===== config.mk =====
export PLATFORM = sky130hd
export DESIGN_NAME = cpu_run_ctrl
export DESIGN_NICKNAME = d
export VERILOG_FILES = /design/src/rtl/cpu_run_ctrl.sv
export SDC_FILE = /design/constraint.sdc
export NUM_CORES = 1
export LEC_CHECK = 0
export ABC_AREA = 1
export CAP_MARGIN = 20
export CORE_ASPECT_RATIO = 1.4
export CORE_MARGIN = 5
export CORE_UTILIZATION = 35
export CTS_BUF_LIST = sky130_fd_sc_hd__clkbuf_4 sky130_fd_sc_hd__clkbuf_8 sky130_fd_sc_hd__clkbuf_16
export DETAILED_ROUTE_END_ITERATION = 6
export PLACE_DENSITY_LB_ADDON = 0.1
export SETUP_SLACK_MARGIN = 0.5
export SLEW_MARGIN = 5
export SYNTH_ARGS = -nofsm -noshare
export SYNTH_HDL_FRONTEND = slang
export SYNTH_SLANG_ARGS = --single-unit

===== constraint.sdc =====
create_clock -name clk -period 2.3 [get_ports clk]
set_input_delay 0.46 -clock clk [delete_from_list [all_inputs] [get_ports clk]]
set_output_delay 0.46 -clock clk [all_outputs]
set_load 0.005 [all_outputs]

===== src/rtl/cpu_run_ctrl.sv =====
// cpu_run_ctrl: run sequencer for the single-cycle CPU core.
//
// The host raises req. The block holds the core in reset for INIT_CYC
// cycles, then lets the program run. It stops when the PC reaches
// HALT_ADDR or when the MAX_CYC cycle budget is used up. It then
// freezes the PC for DRAIN_CYC cycles and reports done until the host
// drops req.
//
// Ports:
//   clk       system clock
//   reset     synchronous, active-high reset
//   req       start request (level, four-phase handshake with done)
//   abort     synchronous abort, returns to IDLE
//   prog_ctr  current PC from the core
//   core_rst  reset to the core (PC, flags, sc register)
//   core_en   PC advance / RegWrite / MemWrite enable to the core
//   busy      high in INIT, RUN and DRAIN
//   done      high in DONE
//   timeout   last run ended on the cycle budget rather than on halt
//   cycles    RUN cycles counted in the last or current run
//
// state | meaning
// IDLE  | core held in reset, waiting for req
// INIT  | core held in reset for INIT_CYC cycles
// RUN   | core running, cycles counting, halt/budget watched
// DRAIN | PC frozen for DRAIN_CYC cycles so final writes settle
// DONE  | result reported, core state held until req drops

module cpu_run_ctrl #(
   parameter int D         = 12,
   parameter int HALT_ADDR = 128,
   parameter int INIT_CYC  = 2,
   parameter int DRAIN_CYC = 1,
   parameter int CW        = 16,
   parameter int MAX_CYC   = 65535
) (
   input  logic          clk,
   input  logic          reset,
   input  logic          req,
   input  logic          abort,
   input  logic [D-1:0]  prog_ctr,
   output logic          core_rst,
   output logic          core_en,
   output logic          busy,
   output logic          done,
   output logic          timeout,
   output logic [CW-1:0] cycles
);

   typedef enum logic [2:0] {
      ST_IDLE,
      ST_INIT,
      ST_RUN,
      ST_DRAIN,
      ST_DONE
   } state_t;

   localparam logic [3:0]    INIT_TC   = 4'(INIT_CYC - 1);
   localparam logic [3:0]    DRAIN_TC  = (DRAIN_CYC > 0) ? 4'(DRAIN_CYC - 1) : 4'd0;
   localparam logic [CW-1:0] BUDGET_TC = CW'(MAX_CYC - 1);
   localparam logic [D-1:0]  HALT_PC   = D'(HALT_ADDR);

   state_t        state_q, state_d;
   logic [3:0]    cnt_q, cnt_d;
   logic [CW-1:0] cycles_q, cycles_d;
   logic          timeout_q, timeout_d;
   logic [CW-1:0] cycles_inc;

   assign cycles_inc = (cycles_q == '1) ? cycles_q : cycles_q + CW'(1);

   always_comb begin
      state_d   = state_q;
      cnt_d     = cnt_q;
      cycles_d  = cycles_q;
      timeout_d = timeout_q;

      if (abort) begin
         state_d   = ST_IDLE;
         cnt_d     = '0;
         timeout_d = 1'b0;
         // the core was enabled during the abort cycle, so it still counts
         if (state_q == ST_RUN) begin
            cycles_d = cycles_inc;
         end
      end else begin
         case (state_q)
            ST_IDLE: begin
               if (req) begin
                  state_d   = ST_INIT;
                  cnt_d     = '0;
                  cycles_d  = '0;
                  timeout_d = 1'b0;
               end
            end
            ST_INIT: begin
               if (cnt_q == INIT_TC) begin
                  state_d = ST_RUN;
                  cnt_d   = '0;
               end else begin
                  cnt_d = cnt_q + 4'd1;
               end
            end
            ST_RUN: begin
               cycles_d = cycles_inc;
               // halt is tested first so it wins over a budget expiry
               if (prog_ctr == HALT_PC) begin
                  state_d = (DRAIN_CYC == 0) ? ST_DONE : ST_DRAIN;
                  cnt_d   = '0;
               end else if (cycles_q == BUDGET_TC) begin
                  state_d   = ST_DONE;
                  timeout_d = 1'b1;
               end
            end
            ST_DRAIN: begin
               if (cnt_q == DRAIN_TC) begin
                  state_d = ST_DONE;
                  cnt_d   = '0;
               end else begin
                  cnt_d = cnt_q + 4'd1;
               end
            end
            ST_DONE: begin
               if (!req) begin
                  state_d = ST_IDLE;
               end
            end
            default: begin
               state_d = ST_IDLE;
               cnt_d   = '0;
            end
         endcase
      end
   end

   always_ff @(posedge clk) begin
      if (reset) begin
         state_q   <= ST_IDLE;
         cnt_q     <= '0;
         cycles_q  <= '0;
         timeout_q <= 1'b0;
      end else begin
         state_q   <= state_d;
         cnt_q     <= cnt_d;
         cycles_q  <= cycles_d;
         timeout_q <= timeout_d;
      end
   end

   assign core_rst = (state_q == ST_IDLE) || (state_q == ST_INIT);
   assign core_en  = (state_q == ST_RUN);
   assign busy     = (state_q == ST_INIT) || (state_q == ST_RUN) || (state_q == ST_DRAIN);
   assign done     = (state_q == ST_DONE);
   assign timeout  = timeout_q;
   assign cycles   = cycles_q;

endmodule


==> results.sh, run 1 <==
export IMPL_cts_buffers_inserted=3
export IMPL_grt_overflow=0
export IMPL_synth_top_area_frac=0.3031
export IMPL_cp_num_buf_inv=1
export IMPL_setup_ws_ns=0.5379
export IMPL_layout_min_cycle_time_ns=1.762
export IMPL_crit_family="buffers and inverters"
export IMPL_synth_fp_nets=284
export IMPL_core_sq_um=4463
export IMPL_final_cells=369
export IMPL_synth_top_area_cell="dfxtp_1"
export IMPL_clockBufferDepth=2
export IMPL_worstPathCellList="clkdlybuf4s50_1"
export IMPL_hold_path_class="reg -> reg"
export IMPL_pre_cts_slack_ns=0.3506
export IMPL_drv_cap=0
export IMPL_gp_congestion=0.8530
export IMPL_die_h_um=89.63
export IMPL_root_buffer="clkbuf_8"
export IMPL_vias=1759
export IMPL_path_max_fanout=6
export IMPL_dr_pass1_iters=4
export IMPL_rsz0062_at_grt="false"
export IMPL_slowest_delay_ns=0.56
export IMPL_grt_pass1_vias=1701
export IMPL_cts_tree="yes"
export IMPL_synth_area_leaders="dfxtp_1 30%, nand2_1 18%, nor2_1 9.9%, inv_1 7.8%, nand3_1 6.9%"
export IMPL_synth_seq_cells=24
export IMPL_setup_violations_final=0
export IMPL_end_kind="output pin"
export IMPL_grt_max_degree=15
export IMPL_avgSynthCellArea_sq_um=6.028
export IMPL_hold_violations=0
export IMPL_routed_wl_um=4397
export IMPL_max_freq_ghz=0.5675
export IMPL_p_leak_nw=0.8604
export IMPL_layout_drive_gt1_share=0.1140
export IMPL_path_class="reg -> out"
export IMPL_final_cell_mix="78 x nand2_1, 41 x nor2_1, 33 x clkdlybuf4s50_1, 31 x inv_1, 22 x nand3_1"
export IMPL_wl_per_cell_um=11.92
export IMPL_clkTransAtPathRegs_ns=0.09
export IMPL_detail_route_iter0_violations=86
export IMPL_grt_pass1_wl_um=7507
export IMPL_max_slew_margin=0.7154
export IMPL_fin_crit_sh=0.7661
export IMPL_antenna_cells=0
export IMPL_slew_viol_final=0
export IMPL_skew_ns=0.001262
export IMPL_vias_per_cell=4.767
export IMPL_yosysUniqueCellTypes=24
export IMPL_crit_slowest_cell="clkdlybuf4s50_1"
export IMPL_cts_sinks=24
export IMPL_status="completed"
export IMPL_tightestPinTransition_ns=0.4269
export IMPL_hpwl_um=3578
export IMPL_io_buffers=36
export IMPL_final_common_cell="nand2_1"
export IMPL_synth_warnings=0
export IMPL_netlist_instances=263
export IMPL_chipWidth_um=66.88
export IMPL_rows=29
export IMPL_irDropWorstVdd_mv=0.3256
export IMPL_place_inst=361
export IMPL_arrival_ns=1.30
export IMPL_fin_nets=329
export IMPL_drc=0
export IMPL_die_area_sq_um=5994
export IMPL_antenna_found_initial=0
export IMPL_tns_ns=0
export IMPL_start_kind="flip-flop"
export IMPL_start_util=0.3552
export IMPL_boundaryPins=37
export IMPL_ys_seq_area_frac=0.3031
export IMPL_required_ns=1.84
export IMPL_netlist_area_sq_um=1585
export IMPL_htreeDepth=1
export IMPL_grt_total_usage=0.1614
export IMPL_pwr_density_cell_nw_per_um2=511.5
export IMPL_area_delta_synth_final_pct=35.60
export IMPL_clk_latency_ns=0.27
export IMPL_ant_nets=0
power breakdown:
group | internal, mW | switching, mW | total (mW)
Combinational | 0.124 | 0.150 | 0.274
Sequential | 0.431 | 0.0206 | 0.451
Clock | 0.233 | 0.142 | 0.374
Total | 0.787 | 0.312 | 1.10
layout make-up:
type | instances | area (sq um)
Clock buffer | 3 | 41.29
Clock inverter | 1 | 30.03
Fill cell | 461 | 2313
Inverter | 37 | 138.9
Multi-Input combinational cell | 200 | 967.2
Sequential cell | 24 | 493.0
Tap cell | 62 | 77.57
Timing Repair Buffer | 42 | 401.6
cells in the mapped netlist, drive strengths merged:
cell	number
nand3b	1
dfxtp	24
or2	1
nand3	24
a31oi	1
xor2	3
ha	5
o21ai	10
nand2	81
nand4	7
a21boi	2
clkbuf	1
a21oi	16
buf	1
inv	37
nor2	47
nor3	2
metal layers:
| metal | routed length [um] | vias up | global-route usage |
|---|---|---|---|
| met2 | 2541 | 24 | 0.3430 |
| met1 | 1704 | 806 | 0.1592 |
| li1 | - | 923 | - |
| met4 | 44 | 0 | 0.04244 |
| met5 | 0 | - | 0 |
| met3 | 108 | 6 | 0.01743 |
registers in the layout (all words and copies together) (netlist names):
signal and count:
timeout 1, state_q 3, cnt_q 4, cycles 16
repair_timing:
| item | CTS | global route |
|---|---|---|
| gates cloned | 0 | 0 |
| pin swaps | 1 | 0 |
| setup endpoints to repair | 4 | 2 |
| hold endpoints to repair | 0 | 0 |
| hold buffers | 0 | 0 |
| buffers inserted | 4 | 0 |
| gates resized for setup | 14 | 1 |
through the flow:
stage / hold slack (ns) / util / total power [mW] / cell area [sq um]
after global placement: 0.4686 / 0.4547 / 0.7215 / 2029
after detailed placement: 0.4666 / 0.4547 / 0.7215 / 2029
final: 0.4751 / 0.4816 / 1.100 / 2150
after CTS: 0.4825 / 0.4811 / 1.114 / 2147
after floorplan: 0.4406 / - / 0.6125 / 1585
after global routing: 0.5159 / 0.4816 / 1.166 / 2150
logic make-up after synthesis:
kind of cell | after synthesis | share of synthesized area
adder cells (fa/ha/maj) | 5 | 0.03946
flip-flops | 24 | 0.3031
AND/OR/NAND/NOR | 163 | 0.4499
XOR/XNOR | 3 | 0.01658
buffers and inverters | 39 | 0.09313
AO/OA/AOI/OAI | 29 | 0.09787
final timing paths:
check	depth (start not counted)	to	slack [ns]	startpoint
max	1	cycles[12]	0.54	cycles[12]$_SDFFE_PP0P_
min	2	cnt_q[3]$_SDFFE_PP0P_	0.48	cnt_q[3]$_SDFFE_PP0P_
max reg2reg	10	cycles[6]$_SDFFE_PP0P_	0.67	cycles[1]$_SDFFE_PP0P_
min reg2reg	2	cnt_q[3]$_SDFFE_PP0P_	0.48	cnt_q[3]$_SDFFE_PP0P_
Note: power is estimated with default switching activity, not from simulation.
==> inputs of run 2 (changes only) <==
clock period = 1.78 ns   (was 2.3 ns; I/O delays follow)
==> run 2 against run 1 <==
Final cell count grew 16%. Sequential power rose by 25%. Via count grew 18%. Non-clock buffer count is 60 higher. Total power rose by 57%. Setup slack worse by 0.25 ns. Register-to-register slack lost 0.38 ns. Die area did not move. Critical endpoint is now cycles[12]$_SDFFE_PP0P_. Core utilization up 21 points. Combinational power up 140%. Largest cell class unchanged.
==> results.sh, run 2 (synthesis results as in run 1) <==
export IMPL_skew_ns=0.005744
export IMPL_slew_viol_final=0
export IMPL_fin_crit_sh=0.8390
export IMPL_total_power_mw=1.727
export IMPL_path_max_fanout=4
export IMPL_boundaryPins=37
export IMPL_cts_buffers_inserted=3
export IMPL_grt_max_degree=15
export IMPL_hold_violations=0
export IMPL_startpoint="cycles[1]$_SDFFE_PP0P_"
export IMPL_max_freq_ghz=0.6696
export IMPL_tightestPinTransition_ns=0.2760
export IMPL_die_area_sq_um=5994
export IMPL_vias_per_cell=4.858
export IMPL_gp_congestion=0.8760
export IMPL_required_ns=1.94
export IMPL_p_leak_nw=1.508
export IMPL_hold_path_class="in -> reg"
export IMPL_regToRegEndpoint="cycles[12]$_SDFFE_PP0P_"
export IMPL_cp_endpoint="cycles[12]$_SDFFE_PP0P_"
export IMPL_grt_total_usage=0.1852
export IMPL_clkTransAtPathRegs_ns=0.10
export IMPL_start_util=0.3552
export IMPL_rows=29
export IMPL_area_delta_synth_final_pct=95.26
export IMPL_ant_nets=0
export IMPL_start_kind="flip-flop"
export IMPL_dr_pass1_iters=4
export IMPL_vias=2084
export IMPL_setup_violations_final=0
export IMPL_status="completed"
export IMPL_core_sq_um=4463
export IMPL_layout_drive_gt1_share=0.5041
export IMPL_grt_pass1_vias=2014
export IMPL_cts_sinks=24
export IMPL_end_kind="flip-flop"
export IMPL_grt_overflow=0
export IMPL_holdWs_ns=0.4048
export IMPL_final_common_cell="nand2_1"
export IMPL_chipWidth_um=66.88
export IMPL_cts_tree="yes"
export IMPL_detail_route_iter0_violations=64
export IMPL_rsz0062_at_grt="true"
export IMPL_largest_reg_flops=16
export IMPL_path_class="reg -> reg"
export IMPL_rrSetupSlack_ns=0.29
export IMPL_clk_latency_ns=0.27
export IMPL_arrival_ns=1.66
export IMPL_crit_slowest_cell="dfxtp_4"
export IMPL_wl_per_cell_um=12.72
export IMPL_drc=0
export IMPL_antenna_found_initial=0
export IMPL_drv_cap=0
export IMPL_routed_wl_um=5457
export IMPL_fin_nets=389
export IMPL_layout_min_cycle_time_ns=1.493
export IMPL_antenna_cells=0
export IMPL_hpwl_um=3525
export IMPL_die_h_um=89.63
export IMPL_grt_pass1_wl_um=8604
export IMPL_rr_startpoint="cycles[1]$_SDFFE_PP0P_"
export IMPL_htreeDepth=1
export IMPL_reg2regPathDepth=10
export IMPL_root_buffer="clkbuf_8"
export IMPL_final_cell_mix="53 x nand2_1, 47 x buf_4, 28 x nor2_1, 25 x dlygate4sd2_1, 24 x inv_1"
export IMPL_slowest_delay_ns=0.38
export IMPL_io_buffers=36
export IMPL_clockBufferDepth=2
export IMPL_worstPathCellList="buf_12 -> ha_4 -> nand3_4 -> inv_4 -> nand2_4 -> buf_4 -> nor2_4 -> nand4_1 -> nand2_1 -> nor2_1"
export IMPL_irDropWorstVdd_mv=0.4524
export IMPL_fillCellCount=375
export IMPL_pwr_density_cell_nw_per_um2=558.0
export IMPL_max_slew_margin=0.8153
export IMPL_holdPathStages=2
-- run 2: changes by cell type in the layout (fill, tap and decap cells not counted), sizes merged --
cell           before  now
buf                 6   70
clkbuf              3    4
clkdlybuf4s15       0    1
clkdlybuf4s50      33    0
dlygate4sd2         3   25
dlymetal6s2s        0    5
-- run 2: per-layer routing --
metal,track usage,share of wire,vias to the layer above
met5,0,0,-
met4,0.1052,0.034,0
met2,0.3764,0.59,55
met3,0.01743,0.027,17
li1,-,-,1045
met1,0.1753,0.35,967
-- run 2: power breakdown --
group	total (mW)	leakage [nW]	internal, mW	switching (mW)
Sequential	0.566	0.208	0.545	0.0213
Clock	0.498	0.0357	0.301	0.197
Combinational	0.663	1.26	0.334	0.329
-- run 2: per-stage QoR --
stage	setup TNS [ns]	setup WS, ns	cells	utilization	instance area (sq um)
global placement	0	0.004038	369	0.4721	2107
CTS	0	0.2694	410	0.6198	2766
global route	0	0.2230	429	0.6936	3095
detailed placement	-0.02348	-0.02348	369	0.4721	2107
floorplan	0	0.4972	263	-	1603
finish	0	0.2867	429	0.6936	3095
-- run 2: how the worst min path moves through the flow --
stage                           from                endpoint  slack (ns)
5_1_grt                        reset  cycles[5]$_SDFFE_PP0P_        0.42
4_1_cts        cnt_q[3]$_SDFFE_PP0P_   cnt_q[3]$_SDFFE_PP0P_        0.47
2_1_floorplan  cnt_q[3]$_SDFFE_PP0P_   cnt_q[3]$_SDFFE_PP0P_        0.44
3_5_place_dp   cnt_q[3]$_SDFFE_PP0P_   cnt_q[3]$_SDFFE_PP0P_        0.45
3_3_place_gp    timeout$_SDFFE_PP0P_    timeout$_SDFFE_PP0P_        0.46
6_report                       reset  cycles[5]$_SDFFE_PP0P_        0.40
-- run 2: critical path: cells and delay by family, from the launching register on --
family,cells,cell delay [ns]
adders and majority gates,1,0.14
buffers and inverters,3,0.32
DFF,1,0.38
and+or+nand+nor,6,0.55
-- run 2: cell type report --
cell class,count,area [sq um],share of cell area
Inverter,37,153.9,0.04972
Tap cell,62,77.57,0.02506
Timing Repair Buffer,102,907.1,0.2930
Clock buffer,3,41.29,0.01334
Multi-Input combinational cell,200,1346,0.4349
Sequential cell,24,539.3,0.1742
Clock inverter,1,30.03,0.009701
-- run 2: repair_timing --
action                                  in CTS  in global routing
buffers inserted                            37                 19
endpoints found under the setup margin      45                 30
gates resized for setup                    158                 63
pin swaps                                   39                 36
gates cloned                                 0                  0
hold buffers                                 0                  0
